### src/rtl/ll_crc_check.sv
// Loopback CRC checker: snapshots TX CRCs at accepted EOPs into a small FIFO and
// compares them in order against RX CRC snapshots, with saturating counters and sticky errors.
module ll_crc_check #(
  parameter int DEPTH   = 4,
  parameter int CRC_LAT = 2,
  parameter int CNT_W   = 16
) (
  input  logic             clk,
  input  logic             rst_n,
  input  logic             chk_en,
  input  logic             chk_clr,
  input  logic             DMALLTXEOPN,
  input  logic             DMALLTXSRCRDYN,
  input  logic             LLDMATXDSTRDYN,
  input  logic             LLDMARXEOPN,
  input  logic             LLDMARXSRCRDYN,
  input  logic             DMALLRXDSTRDYN,
  input  logic [31:0]      crc_tx,
  input  logic [31:0]      crc_rx,
  output logic [CNT_W-1:0] tx_frames,
  output logic [CNT_W-1:0] rx_frames,
  output logic [CNT_W-1:0] mis_cnt,
  output logic [31:0]      last_exp,
  output logic [31:0]      last_got,
  output logic             err_mis,
  output logic             err_ovf,
  output logic             err_unf,
  output logic             irq
);

  localparam int AW = $clog2(DEPTH);
  localparam logic [CNT_W-1:0] CNT_ONE = 1;
  localparam logic [AW:0]      PTR_ONE = 1;

  logic               tx_ev, rx_ev;
  logic [CRC_LAT-1:0] tx_dly_q, tx_dly_d, rx_dly_q, rx_dly_d;
  logic [31:0]        mem_q [DEPTH];
  logic [AW:0]        wr_q, wr_d, rd_q, rd_d;
  logic [CNT_W-1:0]   tx_cnt_q, tx_cnt_d, rx_cnt_q, rx_cnt_d, mis_cnt_q, mis_cnt_d;
  logic [31:0]        exp_q, exp_d, got_q, got_d, head;
  logic               err_mis_q, err_mis_d, err_ovf_q, err_ovf_d, err_unf_q, err_unf_d;
  logic               irq_q, irq_d;
  logic               empty, full, push_req, pop_req, push_ok, pop_ok, mis;

  assign tx_ev = chk_en & ~LLDMATXDSTRDYN & ~DMALLTXSRCRDYN & ~DMALLTXEOPN;
  assign rx_ev = chk_en & ~DMALLRXDSTRDYN & ~LLDMARXSRCRDYN & ~LLDMARXEOPN;

  // Delay EOP events so they line up with the monitor's CRC for that beat
  generate
    if (CRC_LAT == 1) begin : g_lat1
      assign tx_dly_d = tx_ev;
      assign rx_dly_d = rx_ev;
    end else begin : g_latn
      assign tx_dly_d = {tx_dly_q[CRC_LAT-2:0], tx_ev};
      assign rx_dly_d = {rx_dly_q[CRC_LAT-2:0], rx_ev};
    end
  endgenerate

  assign push_req = tx_dly_q[CRC_LAT-1];
  assign pop_req  = rx_dly_q[CRC_LAT-1];
  assign empty    = (wr_q == rd_q);
  assign full     = (wr_q[AW] != rd_q[AW]) && (wr_q[AW-1:0] == rd_q[AW-1:0]);
  assign head     = mem_q[rd_q[AW-1:0]];
  // Pop sees pre-push state; a pop frees the slot a concurrent push needs when full
  assign pop_ok   = pop_req & ~empty;
  assign push_ok  = push_req & (~full | pop_ok);
  assign mis      = pop_ok & (head != crc_rx);

  function automatic logic [CNT_W-1:0] sat_inc(input logic [CNT_W-1:0] v, input logic inc);
    if (inc && (v != {CNT_W{1'b1}})) return v + CNT_ONE;
    return v;
  endfunction

  always_comb begin
    wr_d      = wr_q;
    rd_d      = rd_q;
    exp_d     = exp_q;
    got_d     = got_q;
    if (push_ok) wr_d = wr_q + PTR_ONE;
    if (pop_ok)  rd_d = rd_q + PTR_ONE;
    if (mis) begin
      exp_d = head;
      got_d = crc_rx;
    end
    tx_cnt_d  = sat_inc(tx_cnt_q, push_ok);
    rx_cnt_d  = sat_inc(rx_cnt_q, pop_ok);
    mis_cnt_d = sat_inc(mis_cnt_q, mis);
    err_mis_d = err_mis_q | mis;
    err_ovf_d = err_ovf_q | (push_req & ~push_ok);
    err_unf_d = err_unf_q | (pop_req & empty);
    irq_d     = |({err_mis_d, err_ovf_d, err_unf_d} & ~{err_mis_q, err_ovf_q, err_unf_q});
  end

  always_ff @(posedge clk) begin
    if (!rst_n || chk_clr) begin
      tx_dly_q  <= '0;
      rx_dly_q  <= '0;
      wr_q      <= '0;
      rd_q      <= '0;
      tx_cnt_q  <= '0;
      rx_cnt_q  <= '0;
      mis_cnt_q <= '0;
      exp_q     <= '0;
      got_q     <= '0;
      err_mis_q <= 1'b0;
      err_ovf_q <= 1'b0;
      err_unf_q <= 1'b0;
      irq_q     <= 1'b0;
    end else begin
      tx_dly_q  <= tx_dly_d;
      rx_dly_q  <= rx_dly_d;
      wr_q      <= wr_d;
      rd_q      <= rd_d;
      tx_cnt_q  <= tx_cnt_d;
      rx_cnt_q  <= rx_cnt_d;
      mis_cnt_q <= mis_cnt_d;
      exp_q     <= exp_d;
      got_q     <= got_d;
      err_mis_q <= err_mis_d;
      err_ovf_q <= err_ovf_d;
      err_unf_q <= err_unf_d;
      irq_q     <= irq_d;
    end
  end

  // Snapshot storage needs no reset; pointers define validity
  always_ff @(posedge clk) begin
    if (rst_n && !chk_clr && push_ok) mem_q[wr_q[AW-1:0]] <= crc_tx;
  end

  assign tx_frames = tx_cnt_q;
  assign rx_frames = rx_cnt_q;
  assign mis_cnt   = mis_cnt_q;
  assign last_exp  = exp_q;
  assign last_got  = got_q;
  assign err_mis   = err_mis_q;
  assign err_ovf   = err_ovf_q;
  assign err_unf   = err_unf_q;
  assign irq       = irq_q;

endmodule

### config.mk
export PLATFORM = sky130hd
export DESIGN_NAME = ll_crc_check
export DESIGN_NICKNAME = d
export VERILOG_FILES = /design/src/rtl/ll_crc_check.sv
export SDC_FILE = /design/constraint.sdc
export NUM_CORES = 1
export LEC_CHECK = 0
export CAP_MARGIN = 20
export CORE_MARGIN = 2
export CORE_UTILIZATION = 54
export DETAILED_ROUTE_END_ITERATION = 7
export PLACE_DENSITY = 0.9
export REMOVE_ABC_BUFFERS = 1
export SYNTH_ARGS = -nofsm -noshare
export SYNTH_HDL_FRONTEND = slang
export SYNTH_SLANG_ARGS = --single-unit
export TNS_END_PERCENT = 10
### constraint.sdc
create_clock -name clk -period 4.9 [get_ports clk]
set_input_delay 1.47 -clock clk [delete_from_list [all_inputs] [get_ports clk]]
set_output_delay 1.47 -clock clk [all_outputs]
set_load 0.02 [all_outputs]
==> flow_summary.yaml, run 1 <==
finish:
  synthToLayoutAreaGrowth_pct: 28.2
  final_cell_mix: "clkdlybuf4s50_1 (189), edfxtp_1 (128), dfxtp_1 (126)"
  mostFrequentLayoutCell: "clkdlybuf4s50_1"
  final_area_um2: 13000
  layout.nets: 1091
  drive_gt1_share_pct: 8.56
  finalNonFillerCells: 1263
logic_synthesis:
  synthDistinctLibCells: 44
  synth_xor_area_share_pct: 5.51
  ys.flop_type: "edfxtp_1"
  synth_area_um2: 10200
  synthArstFlopShare_pct: 0
  synth-compound-area-share_pct: 5.58
  synth_enable_flop_cells: 128
  avgSynthCellArea_um2: 12.3
  synth_top_family_by_area: "simple AND/OR/NAND/NOR gates"
  synth-simple-area-share_pct: 14.5
  yosysWarnings: 0
  synthAdderAreaFrac_pct: 0.984
  ys_ff_latch: 256
  synth_mux_area_share_pct: 7.97
  syn_inst: 830
  seq_area_frac_synth_pct: 62.9
drt:
  drt_pass1_iterations: 4
  vias_per_cell: 5.63
  routedWlPerCell_um: 18.0
  num_vias: 7109
  totalWireLength_um: 22700
  drc_errors: 0
  detail-route-antenna-nets: 0
  drtIter0Drc: 322
timing:
  slew_violations: 0
  clock.fmax_mhz: 264
  setup_violations: 0
  finalHoldViolCount: 0
  tightest_slew_ns: 0.932
  fin_crit_sh_pct: 77.2
  rsz0062_at_grt: "no"
  maxSlewHeadroom_pct: 37.7
  final.min_clock_period_ns: 3.78
  tns_ns: 0
  fin_skew_ns: 0.0193
job:
  max_cap_viol_count: 0
critical_path:
  critPathMaxFanout: 96
  crit_required_ns: 5.28
  critPathLaunchType: "register"
  critPathCaptureType: "register"
  path_class: "reg2reg"
  cp_data_arrival_time_ns: 4.17
die:
  io_pins: 190
  core-area_um2: 18600
  start_util_pct: 54.8
  design.die.area_um2: 20000
  die_w_um: 141
  rows: 50
  die_h_um: 141
global_routing:
  antenna_found_initial: 3
  grt_usage_pct: 22.2
  grt_overflow_total: 0
  grt_pass1_wl_um: 35000
  grt_max_degree: 120
  grt_pass1_vias: 6942
clock_tree:
  ctsResizeCount: 0
  clkTransAtPathRegs_ns: 0.06
  ctsHoldBuffers: 0
  clkLatencyLatePin_ns: 0.52
  postCtsSetupBuffers: 0
  cts_root_buf: "clkbuf_16"
  ctsHtreeMaxLevel: 1
  cts_tree: "built"
  cts_made_buffers: 25
  cts.sinks: 256
  clockBufferDepth: 3
placement:
  io_buffers: 189
  dp_hpwl_um: 15100
  placedCellCount: 1215
  postPlaceCellArea_um2: 12200
  gp_congestion: 0.797
power:
  power.density_nw_per_um2: 322
  p_leak_nw: 4.25
  ir_worst_vdd_uv: 298
  total_power_w: 0.00420
min_path:
  hp-class: "reg2reg"
outcome:
  status: "completed"
cells by family after synthesis:
kind of cell / Yosys count
AND/OR/NAND/NOR: 306
AO/OA/AOI/OAI: 103
flip-flops: 256
multiplexers: 41
buffers and inverters: 52
XOR/XNOR: 64
adder cells (fa/ha/maj): 8
cell usage after synthesis (9+ instances only):
cell      count  area, um2
nand4_1      13       81.3
xnor2_1      42        368
nor2_1       45        169
mux2i_1       9       90.1
edfxtp_1    128       3840
mux4_2       32        721
clkbuf_1     19       71.3
buf_2        14       70.1
nand3_1      84        420
and3_1       13       81.3
nand2_1     101        379
a21oi_1      14       70.1
dfxtp_1     128       2560
o21ai_1      67        335
xor2_1       22        193
metal layers:
layer,share of wire [%],global-route usage [%],wire [um],vias to the layer above
met1,39,26.8,8900,3405
met2,49,38.2,11100,255
met4,3.4,7.68,763,2
met3,8.5,6.55,1930,59
li1,-,-,-,3388
met5,0.070,0,16,-
worst max-delay path, stage by stage (launching register included):
cell and delay, ns:
dfxtp_2 0.69, buf_4 0.36, mux4_2 0.57, xnor2_1 0.15, nand4_1 0.17, nor4_1 0.71, a21oi_4 0.41, buf_12 0.35
nand3_1 0.13, o21ai_1 0.07
power breakdown:
| group | internal (W) | switching (W) |
|---|---|---|
| combinational | 0.0000675 | 0.0000591 |
| sequential | 0.00224 | 0.000000176 |
| clock | 0.00106 | 0.000767 |
cell type report:
class / count / area, um2
sequential: 256 / 6410
fill: 1283 / 5530
multi-input combinational: 522 / 3550
timing repair buffer: 199 / 2000
clock buffer: 40 / 722
tap: 234 / 293
clock inverter: 6 / 58.8
inverter: 5 / 18.8
antenna: 1 / 2.50
through the flow:
stage | utilization (%) | worst slack [ns] | hold WS (ns)
after detailed placement | 65.9 | 0.689 | 0.410
after floorplan | - | -3.09 | 0.406
final | 70.2 | 1.12 | 0.423
after global routing | 70.2 | 0.761 | 0.435
after global placement | 65.9 | 0.720 | 0.410
after CTS | 70.1 | 0.993 | 0.424
state kept, by name, indices dropped and copies added (netlist names), 2 cells and up, named ones only:
signal,count
mem_q,128
last_exp,32
rd_q,3
mis_cnt,16
rx_dly_q,2
tx_frames,16
last_got,32
rx_frames,16
tx_dly_q,2
wr_q,3
path summary, 6_finish.rpt:
check | from | endpoint | slack [ns] | cells after the start
worst max-delay path | register | last_exp[0] | 1.12 | 9
worst min register to register | rx_dly_q[0] | rx_dly_q[1] | 0.42 | 1
worst min-delay path | rx_dly_q[0] | rx_dly_q[1] | 0.42 | 1
worst max register to register | register | last_exp[0] | 1.12 | 9
(Power assumes the default switching activity.)
==> run 2, diff against run 1 <==
- CORE_UTILIZATION: 54 -> 52
- PLACE_DENSITY: 0.9 -> 0.88
- clock period: 4.9 -> 3.8 ns (I/O delays scaled with it)
==> run 2 against run 1 <==
Net effect:
- worst setup slack got worse by 0.80 ns
- critical path depth rose by 1
- combinational power rose by 28%
- via count fell by 0.37%
- core utilization fell by 1.7 points
- sequential power rose by 29%
- count of clock-buffer cells in the layout fell by 2
- non-clock buffer count rose by 11
- cell count rose by 3.4%
- total power rose by 33%
- critical endpoint is now mis_cnt[6]
==> flow_summary.yaml, run 2 (same netlist as run 1, synthesis figures left out) <==
critical_path:
  critPathMaxFanout: 15
  cp_data_arrival_time_ns: 3.87
  r2r_setup_slack_ns: 0.32
  crit_required_ns: 4.19
  critPathLaunchType: "register"
  critPathCaptureType: "register"
  path_class: "reg2reg"
die:
  design.die.area_um2: 20700
  io_pins: 190
  core-area_um2: 19300
  start_util_pct: 52.6
  die_h_um: 144
  die_w_um: 144
  rows: 51
finish:
  regArea_um2: 6410
  final_cell_mix: "clkdlybuf4s50_1 (189), edfxtp_1 (128), dfxtp_1 (126)"
  final_area_um2: 13300
  synthToLayoutAreaGrowth_pct: 30.3
  diodes: 0
  fillCellCount: 1361
  multi_input_area_um2: 3550
  layout.nets: 1103
  largest_reg_flops: 128
  mostFrequentLayoutCell: "clkdlybuf4s50_1"
  finalNonFillerCells: 1306
  drive_gt1_share_pct: 9.61
global_routing:
  grt_pass1_vias: 6840
  grt_pass1_wl_um: 34900
  grt_overflow_total: 0
  grt_usage_pct: 21.4
  antenna_found_initial: 1
  grt_max_degree: 102
power:
  ir_worst_vdd_uv: 316
  power.density_nw_per_um2: 423
  total_power_w: 0.00560
  p_leak_nw: 4.34
clock_tree:
  postCtsSetupBuffers: 0
  clkLatencyLatePin_ns: 0.52
  cts_made_buffers: 26
  cts_tree: "built"
  cts.sinks: 256
  ctsHoldBuffers: 0
  cts_root_buf: "clkbuf_16"
  ctsHtreeMaxLevel: 1
  clockBufferDepth: 3
  clkTransAtPathRegs_ns: 0.06
drt:
  totalWireLength_um: 22700
  vias_per_cell: 5.42
  detail-route-antenna-nets: 0
  routedWlPerCell_um: 17.3
  num_vias: 7083
  drc_errors: 0
  drt_pass1_iterations: 5
  drtIter0Drc: 389
timing:
  hold_slack_ns: 0.428
  rsz0062_at_grt: "no"
  slew_violations: 0
  fin_crit_sh_pct: 91.6
  fin_skew_ns: 0.0186
  maxSlewHeadroom_pct: 63.8
  finalHoldViolCount: 0
  final.min_clock_period_ns: 3.48
  tightest_slew_ns: 0.543
  clock.fmax_mhz: 287
  setup_violations: 0
placement:
  gp_congestion: 0.801
  postPlaceCellArea_um2: 12400
  dp_hpwl_um: 14800
  io_buffers: 189
  placedCellCount: 1258
min_path:
  hp-class: "reg2reg"
job:
  max_cap_viol_count: 0
outcome:
  status: "completed"
-- run 2: cell count changes in the layout (fill, tap and decap cells not counted), moves of 2 or more --
cell,delta
clkinv_1,+4
buf_12,+2
bufinv_16,+2
clkbuf_8,-2
clkbuf_16,+2
clkbuf_1,-2
buf_4,+10
clkinv_2,-2
-- run 2: where the power goes --
group | internal [W] | switching [W]
logic | 0.0000869 | 0.0000755
registers | 0.00289 | 0.000000231
clock network | 0.00154 | 0.00100
total | 0.00452 | 0.00108
-- run 2: metal layers --
metal | up-vias | wire length, um | GRT usage [%]
li1 | 3414 | - | -
met1 | 3400 | 9380 | 26.8
met2 | 238 | 10800 | 36.2
met3 | 29 | 2100 | 6.56
met4 | 2 | 408 | 5.57
met5 | - | 13 | 0
-- run 2: layout make-up --
| class | count | area share [%] |
|---|---|---|
| clock buffer | 38 | 5.56 |
| clock inverter | 10 | 0.925 |
| inverter | 5 | 0.142 |
| multi-input combinational | 522 | 26.8 |
| sequential | 256 | 48.3 |
| tap | 265 | 2.50 |
| timing repair buffer | 210 | 15.7 |
-- run 2: stage by stage --
stage	setup TNS, ns	util [%]	setup slack [ns]
2_1_floorplan	-780.31	-	-3.86
3_3_place_gp	-0.129	64.1	-0.0335
3_5_place_dp	-0.974	64.1	-0.139
4_1_cts	0	68.5	0.102
5_1_grt	0	68.6	0.129
6_report	0	68.6	0.321
-- run 2: path summary, 6_finish.rpt --
check / from / endpoint / depth (start not counted)
hold / removal: tx_dly_q[0] / tx_dly_q[1] / 1
setup / recovery: register / mis_cnt[6] / 10
setup reg to reg: register / mis_cnt[6] / 10
hold reg to reg: tx_dly_q[0] / tx_dly_q[1] / 1
-- run 2: repair_timing --
item	in CTS	in global routing
endpoints found under the setup margin	0	2
hold endpoints to repair	0	0
resized for setup	0	1
-- run 2: critical path, stage by stage (launching register included) --
cell,delay (ns)
dfxtp_2,0.62
buf_12,0.22
mux4_2,0.56
xnor2_1,0.18
nand4_1,0.14
nor4_2,0.50
buf_4,0.22
and2_1,0.47
buf_4,0.24
nor4b_1,0.07
mux2i_1,0.12
